## config.mk

```make
export PLATFORM = sky130hd
export DESIGN_NAME = counter_modulo_down_flat
export DESIGN_NICKNAME = d
export VERILOG_FILES = /design/src/rtl/counter_modulo_down_if.sv /design/src/rtl/counter_modulo_down.sv /design/src/flat_wrapper.sv
export SDC_FILE = /design/constraint.sdc
export NUM_CORES = 1
export LEC_CHECK = 0
export BUFFER_PORTS_ARGS = -buffer_cell sky130_fd_sc_hd__buf_2
export CAP_MARGIN = 20
export CELL_PAD_IN_SITES_DETAIL_PLACEMENT = 1
export CELL_PAD_IN_SITES_GLOBAL_PLACEMENT = 2
export CORE_AREA = 2 2 39 41
export DETAILED_ROUTE_END_ITERATION = 6
export DIE_AREA = 0 0 41 43
export PLACE_DENSITY_LB_ADDON = 0.1
export SYNTH_ARGS = -nofsm -noshare
export SYNTH_HDL_FRONTEND = slang
export SYNTH_SLANG_ARGS = --single-unit
```

## constraint.sdc

```tcl
create_clock -name clk -period 3.86 [get_ports clk]
set_clock_uncertainty 0.05 [all_clocks]
set_input_delay 0.193 -clock clk [delete_from_list [all_inputs] [get_ports clk]]
set_output_delay 0.193 -clock clk [all_outputs]
set_load 0.01 [all_outputs]
```

## src/rtl/counter_modulo_down_if.sv

```systemverilog
// Control/status bundle for counter_modulo_down.
// Define COUNTER_UPDOWN_EN to add the 'up' direction input.
interface counter_modulo_down_if #(
    parameter int WIDTH = 3
);
    logic             ce;
    logic             load;
    logic [WIDTH-1:0] din;
    logic             mode;
`ifdef COUNTER_UPDOWN_EN
    logic             up;
`endif
    logic [WIDTH-1:0] out;
    logic             tc;
    logic             done;

`ifdef COUNTER_UPDOWN_EN
    modport master (output ce, load, din, mode, up, input out, tc, done);
    modport slave  (input ce, load, din, mode, up, output out, tc, done);
`else
    modport master (output ce, load, din, mode, input out, tc, done);
    modport slave  (input ce, load, din, mode, output out, tc, done);
`endif
endinterface

```

## src/rtl/counter_modulo_down.sv

```systemverilog
// Loadable modulo-N down-counter with borrow strobe, wrap and one-shot modes.
// Optional COUNTER_UPDOWN_EN adds an 'up' input for up-counting.
module counter_modulo_down #(
    parameter int MODULO = 7,
    parameter int WIDTH  = $clog2(MODULO)
) (
    input  logic                  clk,
    input  logic                  rst,
    counter_modulo_down_if.slave  bus
);
    typedef enum logic {RUN, HALT} state_t;

    localparam logic [WIDTH-1:0] MAX = WIDTH'(MODULO - 1);

    state_t           state_q;
    logic [WIDTH-1:0] out_q;
    logic             done_q;

    logic             count_up;
    logic             at_end;
    logic [WIDTH-1:0] step_d;
    logic [WIDTH-1:0] wrap_d;
    logic [WIDTH-1:0] load_d;

`ifdef COUNTER_UPDOWN_EN
    assign count_up = bus.up;
`else
    assign count_up = 1'b0;
`endif

    // The terminal value depends on direction: 0 going down, MAX going up.
    always_comb begin
        at_end = count_up ? (out_q == MAX) : (out_q == '0);
        step_d = count_up ? out_q + 1'b1 : out_q - 1'b1;
        wrap_d = count_up ? '0 : MAX;
        load_d = (bus.din > MAX) ? MAX : bus.din;
    end

    always_ff @(posedge clk) begin
        if (rst) begin
            state_q <= RUN;
            out_q   <= MAX;
            done_q  <= 1'b0;
        end else if (bus.load) begin
            state_q <= RUN;
            out_q   <= load_d;
            done_q  <= 1'b0;
        end else if (bus.ce && state_q == RUN) begin
            if (!at_end) begin
                out_q <= step_d;
            end else if (bus.mode) begin
                // One-shot: park on the terminal value until reloaded.
                state_q <= HALT;
                done_q  <= 1'b1;
            end else begin
                out_q <= wrap_d;
            end
        end
    end

    assign bus.out  = out_q;
    assign bus.done = done_q;
    assign bus.tc   = bus.ce & ~rst & ~bus.load & (state_q == RUN) & at_end;
endmodule

```

## src/flat_wrapper.sv

```systemverilog
// flat-port wrapper written by rule: the top's interface ports become plain ports
module counter_modulo_down_flat 
#(
    parameter int MODULO = 7,
    parameter int WIDTH  = $clog2(MODULO)
)
  (clk, rst, bus_ce, bus_load, bus_din, bus_mode, bus_out, bus_tc, bus_done);
  counter_modulo_down_if #(.WIDTH(WIDTH)) bus_i ();
  input  logic clk;
  input  logic rst;
  input wire logic [$bits(bus_i.ce)-1:0] bus_ce;
  input wire logic [$bits(bus_i.load)-1:0] bus_load;
  input wire logic [$bits(bus_i.din)-1:0] bus_din;
  input wire logic [$bits(bus_i.mode)-1:0] bus_mode;
  output wire logic [$bits(bus_i.out)-1:0] bus_out;
  output wire logic [$bits(bus_i.tc)-1:0] bus_tc;
  output wire logic [$bits(bus_i.done)-1:0] bus_done;
  assign bus_i.ce = bus_ce;
  assign bus_i.load = bus_load;
  assign bus_i.din = bus_din;
  assign bus_i.mode = bus_mode;
  assign bus_out = bus_i.out;
  assign bus_tc = bus_i.tc;
  assign bus_done = bus_i.done;
  counter_modulo_down #(.MODULO(MODULO), .WIDTH(WIDTH)) u_core (.clk(clk), .rst(rst), .bus(bus_i));
endmodule
```

==> results of run 1 <==
-- power by group through the flow --
| stage | clock, mW | combinational, mW | sequential [mW] |
|---|---|---|---|
| 2_1_floorplan | 0 | 0.0153 | 0.0486 |
| 4_1_cts | 0.0548 | 0.0281 | 0.0466 |
| 6_report | 0.0527 | 0.0273 | 0.0466 |
| 5_1_grt | 0.0566 | 0.0309 | 0.0474 |
| 3_5_place_dp | 0 | 0.0280 | 0.0472 |
| 3_3_place_gp | 0 | 0.0273 | 0.0470 |
-- final cells by class --
cell class,instances,area share [%]
Sequential cell,4,22.5
Tap cell,16,5.63
Clock buffer,3,6.34
Inverter,3,3.17
Multi-Input combinational cell,23,45.4
Timing Repair Buffer,12,16.9
-- stage by stage --
stage / area [um2] / utilization (%) / setup slack, ns
2_1_floorplan: 258 / - / 2.41
3_3_place_gp: 333 / 24.1 / 2.32
3_5_place_dp: 333 / 24.1 / 2.29
4_1_cts: 355 / 25.7 / 2.15
5_1_grt: 355 / 25.7 / 2.02
6_report: 355 / 25.7 / 2.17
-- flip-flops by register name, summed over array words and instances (netlist names) --
| signal | count |
|---|---|
| u_core.bus.out | 3 |
| u_core.bus.done | 1 |
-- cells by family (layout without fill, tap and decap cells) --
kind of cell | after synthesis | after routing | synth area share (%)
DFF | 4 | 4 | 31.1
adders and majority gates | 2 | 2 | 9.71
AOI/OAI and AO/OA | 11 | 11 | 30.6
buffers and inverters | 4 | 18 | 6.31
and+or+nand+nor | 10 | 10 | 22.3
-- layer usage --
metal	share of wire (%)	vias to the layer above
li1	-	144
met1	44	140
met2	49	8
met3	6.7	0
met4	0	0
met5	0	-
-- critical path: stages, from the launching register on --
cell and delay, ns:
dfxtp_1 0.32, inv_1 0.06, ha_1 0.15, ha_1 0.27, nand2_1 0.08, nor4_1 0.15
buf_2 0.17
-- cells in the final DEF, fill, tap and decap left out --
cell type  netlist  layout
buf_2            1      12
dfxtp_1          4       4
inv_1            3       3
a21oi_1          3       3
a211oi_1         3       3
clkbuf_4         0       3
nand2_1          2       2
nor3_1           2       2
a31oi_1          2       2
ha_1             2       2
nor4_1           1       1
and2b_4          1       1
nand2_2          1       1
and3_2           1       1
o31ai_2          1       1
a21o_1           1       1
nor2_1           1       1
nor2b_1          1       1
a211o_1          1       1
-- how the worst min path moves through the flow --
stage | slack [ns] | depth (start not counted) | to
2_1_floorplan | 0.22 | 1 | u_core.bus.out[0]
3_3_place_gp | 0.39 | 3 | u_core.bus.out[2]
3_5_place_dp | 0.39 | 3 | u_core.bus.out[2]
4_1_cts | 0.14 | 2 | u_core.bus.out[0]
5_1_grt | 0.16 | 3 | u_core.bus.out[2]
6_report | 0.16 | 2 | u_core.bus.out[0]
==> impl_metrics.sql, run 1 <==
INSERT INTO impl_metrics (metric_group, metric, value, unit) VALUES
('clock_tree', 'worst_skew_late_latency', '0.23', 'ns'),
('die', 'die_h', '43', 'um'),
('route', 'drt-vias-per-instance', '4.79', ''),
('global_route', 'initial_antenna_violation_count', '0', ''),
('setup_path', 'reg2reg_slack', '2.30', 'ns'),
('power_and_ir_drop', 'power_switching_share', '27.2', '%'),
('layout', 'design.final.nets', '57', ''),
('route', 'detailedRoute.firstPassIterationCount', '1', ''),
('sta', 'report.final.setup_viol', '0', ''),
('placed_design', 'post-dp-hpwl', '595', 'um'),
('global_route', 'first_global_vias', '289', ''),
('min_path', 'worstHoldPathType', 'in -> reg', ''),
('min_path', 'timing.hold.worst.start', 'rst', ''),
('clock_tree', 'setup_fix_bufs_post_cts', '0', ''),
('die', 'die_x', '41', 'um'),
('sta', 'fin_worst_hold_slack', '0.156', 'ns'),
('yosys', 'post_synthesis_instance_area', '258', 'um2'),
('power_and_ir_drop', 'seq_power_share', '36.8', '%'),
('power_and_ir_drop', 'clockPowerShare', '41.6', '%'),
('route', 'finalWirelength', '750', 'um'),
('route', 'wl_per_cell', '12.3', 'um'),
('power_and_ir_drop', 'leakage', '0.173', 'nW'),
('yosys', 'synthDominantAreaCellType', 'dfxtp_1', ''),
('layout', 'area_growth', '37.9', '%'),
('sta', 'final.period_utilization', '43.7', '%'),
('yosys', 'synthCells', '31', ''),
('layout', 'final.fill_count', '171', ''),
('setup_path', 'timing.critical_path.to', 'bus_tc', ''),
('yosys', 'synth_top_flop_cell', 'dfxtp_1', ''),
('layout', 'multi_input_area', '161', 'um2'),
('setup_path', 'setup.worst_path.end_class', 'output pin', ''),
('global_route', 'gr-usage-all-layers', '11.0', '%'),
('power_and_ir_drop', 'ir_drop', '0.108', 'mV'),
('global_route', 'grt_residual_overflow', '0', ''),
('flow_run', 'drv.max_cap_violation_count', '0', ''),
('layout', 'final_cells', '61', ''),
('power_and_ir_drop', 'power.combinational.fraction', '21.6', '%'),
('setup_path', 'setup.worst_path.start_class', 'register', ''),
('die', 'die-area', '0.00176', 'mm2'),
('yosys', 'synth.top_cells.by_count', 'dfxtp_1, a211oi_1, a21oi_1, inv_1', ''),
('route', 'dr.first_iter.drc_count', '0', ''),
('route', 'dr_total_vias', '292', ''),
('yosys', 'synth_async_sr_flop_share', '0', '%'),
('sta', 'finalHoldViolCount', '0', ''),
('sta', 'min_period', '1.69', 'ns'),
('placed_design', 'dpl.cell_count', '58', ''),
('setup_path', 'arrival_time_of_the_worst_setup_path', '1.44', 'ns'),
('die', 'ios', '13', ''),
('clock_tree', 'cts_hold_buffers', '0', ''),
('power_and_ir_drop', 'design_power_total', '127', 'uW'),
('yosys', 'yosysTopAreaCellShare', '31.1', '%'),
('sta', 'timing.fmax', '593', 'MHz'),
('setup_path', 'cp_max_fo', '5', ''),
('run_status', 'outcome', 'finished, final reports clean', ''),
('clock_tree', 'cts_tree', 'built', ''),
('global_route', 'grt.met1_usage', '14.4', '%'),
('global_route', 'busiest_layer', 'met2', ''),
('setup_path', 'reg2reg_depth', '6', ''),
('sta', 'max-slew-margin-rel', '85.0', '%'),
('die', 'initial_utilization', '18.6', '%'),
('die', 'core', '0.00138', 'mm2'),
('clock_tree', 'ctsRootBufferMaster', 'clkbuf_4', ''),
('global_route', 'use_met2', '14.7', '%'),
('placed_design', 'last_weighted_congestion_value_of_the_routability_driven_placer', '0.684', ''),
('layout', 'drive_above_1_share', '42.2', '%'),
('global_route', 'grt_pass1_wl', '1280', 'um'),
('setup_path', 'data_required_critical_path', '3.62', 'ns'),
('setup_path', 'cp-startpoint', 'u_core.bus.out[0]', ''),
('yosys', 'post_synth_main_area_contributors', 'dfxtp_1, ha_1, a211oi_1', ''),
('power_and_ir_drop', 'internal', '92.2', 'uW'),
('route', 'antenna_violating_nets_post_route', '0', '');
Power figures use the tool's default switching activity.
==> inputs of run 2 (changes only) <==
- CORE_AREA: 2 2 39 41 -> default
- CORE_MARGIN: default -> 2
- CORE_UTILIZATION: default -> 18
- DIE_AREA: 0 0 41 43 -> default
- clock period: 3.86 -> 1.5 ns (I/O delays scaled with it)
==> run 2 against run 1 <==
  * Clock power increased to 2.7 times the previous value
  * Wire length up 6.0%
  * Global-route usage down 1.2 points
  * Hold slack worse by 0.13 ns
  * Cell count up 3.3%
  * Count of clock-buffer cells in the layout unchanged
  * Total power grew to 2.8 times the previous value
  * Via count unchanged
  * Critical path type unchanged
  * Largest cell class unchanged
  * Largest power group unchanged
==> impl_metrics.sql, run 2 (same netlist as run 1, synthesis figures left out) <==
INSERT INTO impl_metrics (metric_group, metric, value, unit) VALUES
('power_and_ir_drop', 'power_density_relative_to_cell_area', '860', 'mW/mm2'),
('setup_path', 'worstSetupPathDepth', '6', ''),
('route', 'antenna_violating_nets_post_route', '0', ''),
('setup_path', 'reg2reg_depth', '6', ''),
('min_path', 'worst_hold_path_depth', '2', ''),
('placed_design', 'last_weighted_congestion_value_of_the_routability_driven_placer', '0.773', ''),
('setup_path', 'cp_max_fo', '4', ''),
('global_route', 'pin_count_of_the_biggest_net_entering_global_routing', '12', ''),
('die', 'ios', '13', ''),
('route', 'drt-vias-per-instance', '4.63', ''),
('placed_design', 'place_worst_setup_slack', '-0.00615', 'ns'),
('layout', 'fin_area', '412', 'um2'),
('min_path', 'worstHoldPathType', 'in -> reg', ''),
('global_route', 'grt_pass1_wl', '1300', 'um'),
('sta', 'fin_worst_hold_slack', '0.0257', 'ns'),
('route', 'finalWirelength', '795', 'um'),
('route', 'remaining_drcs', '0', ''),
('run_status', 'outcome', 'finished, final reports clean', ''),
('placed_design', 'io_buffers', '12', ''),
('sta', 'min_period', '1.46', 'ns'),
('clock_tree', 'reg_clk_slew_reported_paths', '0.04', 'ns'),
('min_path', 'timing.hold.worst.start', 'rst', ''),
('setup_path', 'arrival_time_of_the_worst_setup_path', '1.33', 'ns'),
('placed_design', 'post-dp-hpwl', '600', 'um'),
('power_and_ir_drop', 'ir_drop', '0.325', 'mV'),
('layout', 'area_growth', '59.7', '%'),
('layout', 'largest_register_ff_count', '3', ''),
('setup_path', 'setup.worst_path.start_class', 'register', ''),
('global_route', 'grt_residual_overflow', '0', ''),
('layout', 'post_route_utilization', '31.2', '%'),
('layout', 'final.fill_count', '165', ''),
('die', 'initial_utilization', '19.6', '%'),
('setup_path', 'setup.worst_path.class', 'reg -> out', ''),
('route', 'detailedRoute.firstPassIterationCount', '1', ''),
('setup_path', 'critPathSlowestCell', 'dfxtp_2', ''),
('global_route', 'initial_antenna_violation_count', '0', ''),
('die', 'die-area', '0.00175', 'mm2'),
('sta', 'totalNegativeSetupSlack', '0', 'ns'),
('clock_tree', 'numCtsBuffers', '3', ''),
('die', 'die_h', '41.8', 'um'),
('setup_path', 'critPathTopFamily', 'flip-flops', ''),
('setup_path', 'setup.worst_path.end_class', 'output pin', ''),
('clock_tree', 'cts_hold_buffers', '0', ''),
('sta', 'timing.fmax', '685', 'MHz'),
('route', 'wl_per_cell', '12.6', 'um'),
('min_path', 'worst_hold_path.endpoint', 'u_core.bus.out[0]', ''),
('clock_tree', 'cts_tree', 'built', ''),
('setup_path', 'crit_buf_inv', '2', ''),
('sta', 'worstMarginPinSlew', '0.226', 'ns'),
('clock_tree', 'worst_skew_late_latency', '0.24', 'ns'),
('clock_tree', 'clock_path_buffers', '2', ''),
('layout', 'layout.cells.most_common', 'buf_2', ''),
('setup_path', 'max_stage_delay', '0.31', 'ns'),
('clock_tree', 'htreeDepth', '1', ''),
('sta', 'max-slew-margin-rel', '84.8', '%'),
('setup_path', 'data_required_critical_path', '1.37', 'ns'),
('setup_path', 'critical_path.cell_chain', 'inv_2, ha_4, ha_4, nand2_2, nor4_2, buf_2', ''),
('flow_run', 'drv.max_cap_violation_count', '0', ''),
('setup_path', 'worstReg2RegStart', 'u_core.bus.out[1]', ''),
('sta', 'final_critical_path_setup_slack', '0.0408', 'ns'),
('global_route', 'gr-usage-all-layers', '9.83', '%'),
('layout', 'num_antenna_cells', '0', ''),
('setup_path', 'reg2reg_to', 'u_core.bus.out[1]', ''),
('global_route', 'first_global_vias', '304', ''),
('power_and_ir_drop', 'leakage', '0.186', 'nW'),
('setup_path', 'reg2reg_slack', '0.12', 'ns'),
('route', 'dr.first_iter.drc_count', '0', ''),
('die', 'die_x', '41.8', 'um'),
('setup_path', 'worst_path_most_repeated_cell', 'ha_4', ''),
('layout', 'drive_above_1_share', '60.4', '%'),
('sta', 'grt_setup_unrepaired', 'yes', ''),
('placed_design', 'postPlaceCellArea', '339', 'um2'),
('clock_tree', 'ctsRootBufferMaster', 'clkbuf_4', ''),
('die', 'core', '0.00132', 'mm2'),
('sta', 'final_max_slew_viol_count', '0', ''),
('route', 'dr_total_vias', '292', ''),
('clock_tree', 'cts_sinks', '4', ''),
('sta', 'finalHoldViolCount', '0', ''),
('layout', 'design.final.nets', '60', ''),
('die', 'placement_rows', '13', ''),
('sta', 'final.period_utilization', '97.3', '%'),
('sta', 'report.final.setup_viol', '0', '');
## run 2: cell types whose count changed in the layout (fill, tap and decap cells not counted), moves of 2 or more
cell,change
ha_1,-2
ha_4,+2
inv_1,-2
inv_2,+2
buf_4,+3
## run 2: layout make-up
class | instances | area, um2 | share of cell area, %
Clock buffer | 3 | 22.5 | 5.47
Timing Repair Buffer | 15 | 82.6 | 20.1
Tap cell | 15 | 18.8 | 4.56
Inverter | 3 | 11.3 | 2.74
Multi-Input combinational cell | 23 | 195 | 47.4
Sequential cell | 4 | 81.3 | 19.8
## run 2: through the flow
step	std cells	power, mW
6_report	63	0.354
5_1_grt	63	0.381
4_1_cts	61	0.346
3_5_place_dp	58	0.196
3_3_place_gp	58	0.198
2_1_floorplan	31	0.164
## run 2: worst max path at each step
stage / startpoint / end
global placement: u_core.bus.out[0] / u_core.bus.out[1]
finish: u_core.bus.out[1] / bus_tc
global route: u_core.bus.out[1] / bus_tc
CTS: u_core.bus.out[1] / bus_tc
floorplan: u_core.bus.out[0] / u_core.bus.out[1]
detailed placement: u_core.bus.out[1] / u_core.bus.out[1]
## run 2: metal layers
metal | GRT usage [%] | part of all wire (%)
met2 | 15.9 | 49
met3 | 6.09 | 7.4
met1 | 10.2 | 42
met5 | 0 | 0
met4 | 3.87 | 1.8
## run 2: worst reg2reg max path, cell delays in order, from the launching register on
cell,delay (ns)
dfxtp_2,0.31
inv_2,0.07
ha_4,0.14
ha_4,0.15
nand2_2,0.08
a21o_1,0.20
a211o_1,0.26
## run 2: power by group
| group | switching (mW) | leakage, nW | internal [mW] |
|---|---|---|---|
| logic | 0.0456 | 0.139 | 0.0468 |
| registers | 0.00515 | 0.0328 | 0.115 |
| clock network | 0.0514 | 0.0138 | 0.0900 |
## run 2: what timing repair did
item,in CTS,in global routing
pin swaps,0,3
gates resized for setup,3,6
buffers inserted,0,2
endpoints found under the setup margin,2,3
==> inputs of run 3 (changes only) <==
- CORE_AREA: default -> 2 2 39 41
- CORE_MARGIN: 2 -> default
- CORE_UTILIZATION: 18 -> default
- CTS_BUF_LIST: default -> sky130_fd_sc_hd__clkbuf_8
- DIE_AREA: default -> 0 0 41 43
- GPL_ROUTABILITY_DRIVEN: default -> 0
- clock period: 1.5 -> 1.6 ns (I/O delays scaled with it)
==> run 3 against run 2 <==
  * Non-clock buffer count down 3
  * Utilization down 2.9 points
  * Global-route usage up 1.5 points
  * Register-to-register slack better by 0.03 ns
  * Clock power up 48%
==> impl_metrics.sql, run 3 (same netlist as run 1, synthesis figures left out) <==
INSERT INTO impl_metrics (metric_group, metric, value, unit) VALUES
('layout', 'area_growth', '52.4', '%'),
('die', 'ios', '13', ''),
('die', 'placement_rows', '14', ''),
('global_route', 'first_global_vias', '296', ''),
('setup_path', 'cp_max_fo', '5', ''),
('sta', 'timing.fmax', '687', 'MHz'),
('placed_design', 'io_buffers', '12', ''),
('sta', 'final_max_slew_viol_count', '0', ''),
('setup_path', 'critPathTopFamily', 'adder cells', ''),
('setup_path', 'worstSetupPathDepth', '6', ''),
('setup_path', 'cp-startpoint', 'u_core.bus.out[0]', ''),
('sta', 'worstMarginPinSlew', '0.213', 'ns'),
('global_route', 'grt_residual_overflow', '0', ''),
('clock_tree', 'numCtsBuffers', '3', ''),
('global_route', 'globalRouteMet3Util', '9.95', '%'),
('layout', 'num_antenna_cells', '0', ''),
('route', 'remaining_drcs', '0', ''),
('clock_tree', 'cts_sinks', '4', ''),
('power_and_ir_drop', 'leakage', '0.180', 'nW'),
('setup_path', 'max_stage_delay', '0.32', 'ns'),
('route', 'detailedRoute.firstPassIterationCount', '1', ''),
('sta', 'grt_setup_unrepaired', 'no', ''),
('setup_path', 'reg2reg_depth', '6', ''),
('global_route', 'busiest_layer', 'met2', ''),
('placed_design', 'place_worst_setup_slack', '0.100', 'ns'),
('setup_path', 'critical_path.cell_chain', 'inv_1, ha_1, ha_4, nand2_1, nor4_2, buf_2', ''),
('layout', 'final_cell_mix', 'buf_2, dfxtp_1', ''),
('sta', 'finalHoldViolCount', '0', ''),
('clock_tree', 'setup_fix_bufs_post_cts', '0', ''),
('route', 'antenna_violating_nets_post_route', '0', ''),
('layout', 'largest_register_ff_count', '3', ''),
('clock_tree', 'post_cts.resized_instances', '0', ''),
('sta', 'final.period_utilization', '91.0', '%'),
('setup_path', 'reg2reg_slack', '0.15', 'ns'),
('setup_path', 'setup.worst_path.start_class', 'register', ''),
('flow_run', 'drv.max_cap_violation_count', '0', ''),
('clock_tree', 'worst_skew_late_latency', '0.21', 'ns'),
('sta', 'report.final.setup_viol', '0', ''),
('layout', 'design.final.nets', '57', ''),
('route', 'dr.first_iter.drc_count', '0', ''),
('setup_path', 'crit_buf_inv', '2', ''),
('setup_path', 'worstReg2RegStart', 'u_core.bus.out[0]', ''),
('layout', 'drive_above_1_share', '46.7', '%'),
('route', 'dr_total_vias', '281', ''),
('global_route', 'gr-usage-all-layers', '11.3', '%'),
('global_route', 'grt.met1_usage', '11.5', '%'),
('setup_path', 'critPathSlowestCell', 'dfxtp_1', ''),
('sta', 'totalNegativeSetupSlack', '0', 'ns'),
('layout', 'final.fill_count', '164', ''),
('clock_tree', 'clock_path_buffers', '2', ''),
('clock_tree', 'cts_tree', 'built', ''),
('setup_path', 'arrival_time_of_the_worst_setup_path', '1.33', 'ns'),
('power_and_ir_drop', 'power_density_relative_to_cell_area', '999', 'mW/mm2'),
('run_status', 'outcome', 'finished, final reports clean', ''),
('route', 'wl_per_cell', '12.3', 'um'),
('min_path', 'worst_hold_path_depth', '3', ''),
('setup_path', 'data_required_critical_path', '1.47', 'ns'),
('die', 'initial_utilization', '18.6', '%'),
('route', 'finalWirelength', '752', 'um'),
('clock_tree', 'htreeDepth', '1', ''),
('sta', 'final_critical_path_setup_slack', '0.144', 'ns'),
('die', 'die_h', '43', 'um'),
('min_path', 'worstHoldPathType', 'in -> reg', ''),
('clock_tree', 'reg_clk_slew_reported_paths', '0.03', 'ns'),
('global_route', 'grt_pass1_wl', '1250', 'um'),
('global_route', 'initial_antenna_violation_count', '0', ''),
('clock_tree', 'cts_hold_buffers', '0', ''),
('setup_path', 'setup.worst_path.class', 'reg -> out', ''),
('sta', 'min_period', '1.46', 'ns'),
('die', 'die-area', '0.00176', 'mm2'),
('global_route', 'use_met2', '17.2', '%'),
('sta', 'max-slew-margin-rel', '85.8', '%'),
('route', 'drt-vias-per-instance', '4.61', ''),
('die', 'die_x', '41', 'um'),
('power_and_ir_drop', 'ir_drop', '0.416', 'mV'),
('die', 'core', '0.00138', 'mm2'),
('layout', 'layout.cells.most_common', 'buf_2', ''),
('min_path', 'timing.hold.worst.start', 'bus_din[2]', ''),
('clock_tree', 'ctsRootBufferMaster', 'clkbuf_8', ''),
('setup_path', 'setup.worst_path.end_class', 'output pin', ''),
('global_route', 'pin_count_of_the_biggest_net_entering_global_routing', '12', '');
[run 3: worst paths after layout]
path | to
worst max-delay path | bus_tc
worst min-delay path | u_core.bus.out[2]
worst max register to register | u_core.bus.out[1]
worst min register to register | u_core.bus.out[2]
[run 3: per-layer routing]
metal	vias to the layer above	part of all wire (%)	routed length [um]
li1	143	-	-
met1	127	40	300
met2	11	50	376
met3	0	10	75
met4	0	0	0
met5	-	0	0
[run 3: through the flow]
step / util [%] / area (um2) / power [mW] / hold slack [ns] / cells
floorplan: - / 258 / 0.154 / 0.103 / 31
global placement: 24.1 / 333 / 0.180 / 0.281 / 58
detailed placement: 24.1 / 333 / 0.181 / 0.282 / 58
CTS: 27.0 / 374 / 0.396 / 0.0576 / 61
global route: 28.4 / 393 / 0.421 / 0.0621 / 61
finish: 28.4 / 393 / 0.392 / 0.0578 / 61
[run 3: report_power, final]
group / internal (mW) / switching, mW / total (mW)
registers: 0.108 / 0.00529 / 0.113
clock network: 0.160 / 0.0488 / 0.209
logic: 0.0334 / 0.0369 / 0.0703
total: 0.301 / 0.0911 / 0.392
[run 3: tightest hold or removal path: stages]
cell and delay, ns:
buf_2 0.09, a21oi_1 0.07, o31ai_2 0.05
[run 3: final cells by class]
cell class | instances | area [um2] | area share [%]
multi-input cells | 23 | 180 | 45.9
clock buffers | 3 | 41.3 | 10.5
inverters | 3 | 11.3 | 2.87
repair buffers | 12 | 60.1 | 15.3
well taps | 16 | 20.0 | 5.10
flip-flops and latches | 4 | 80.1 | 20.4
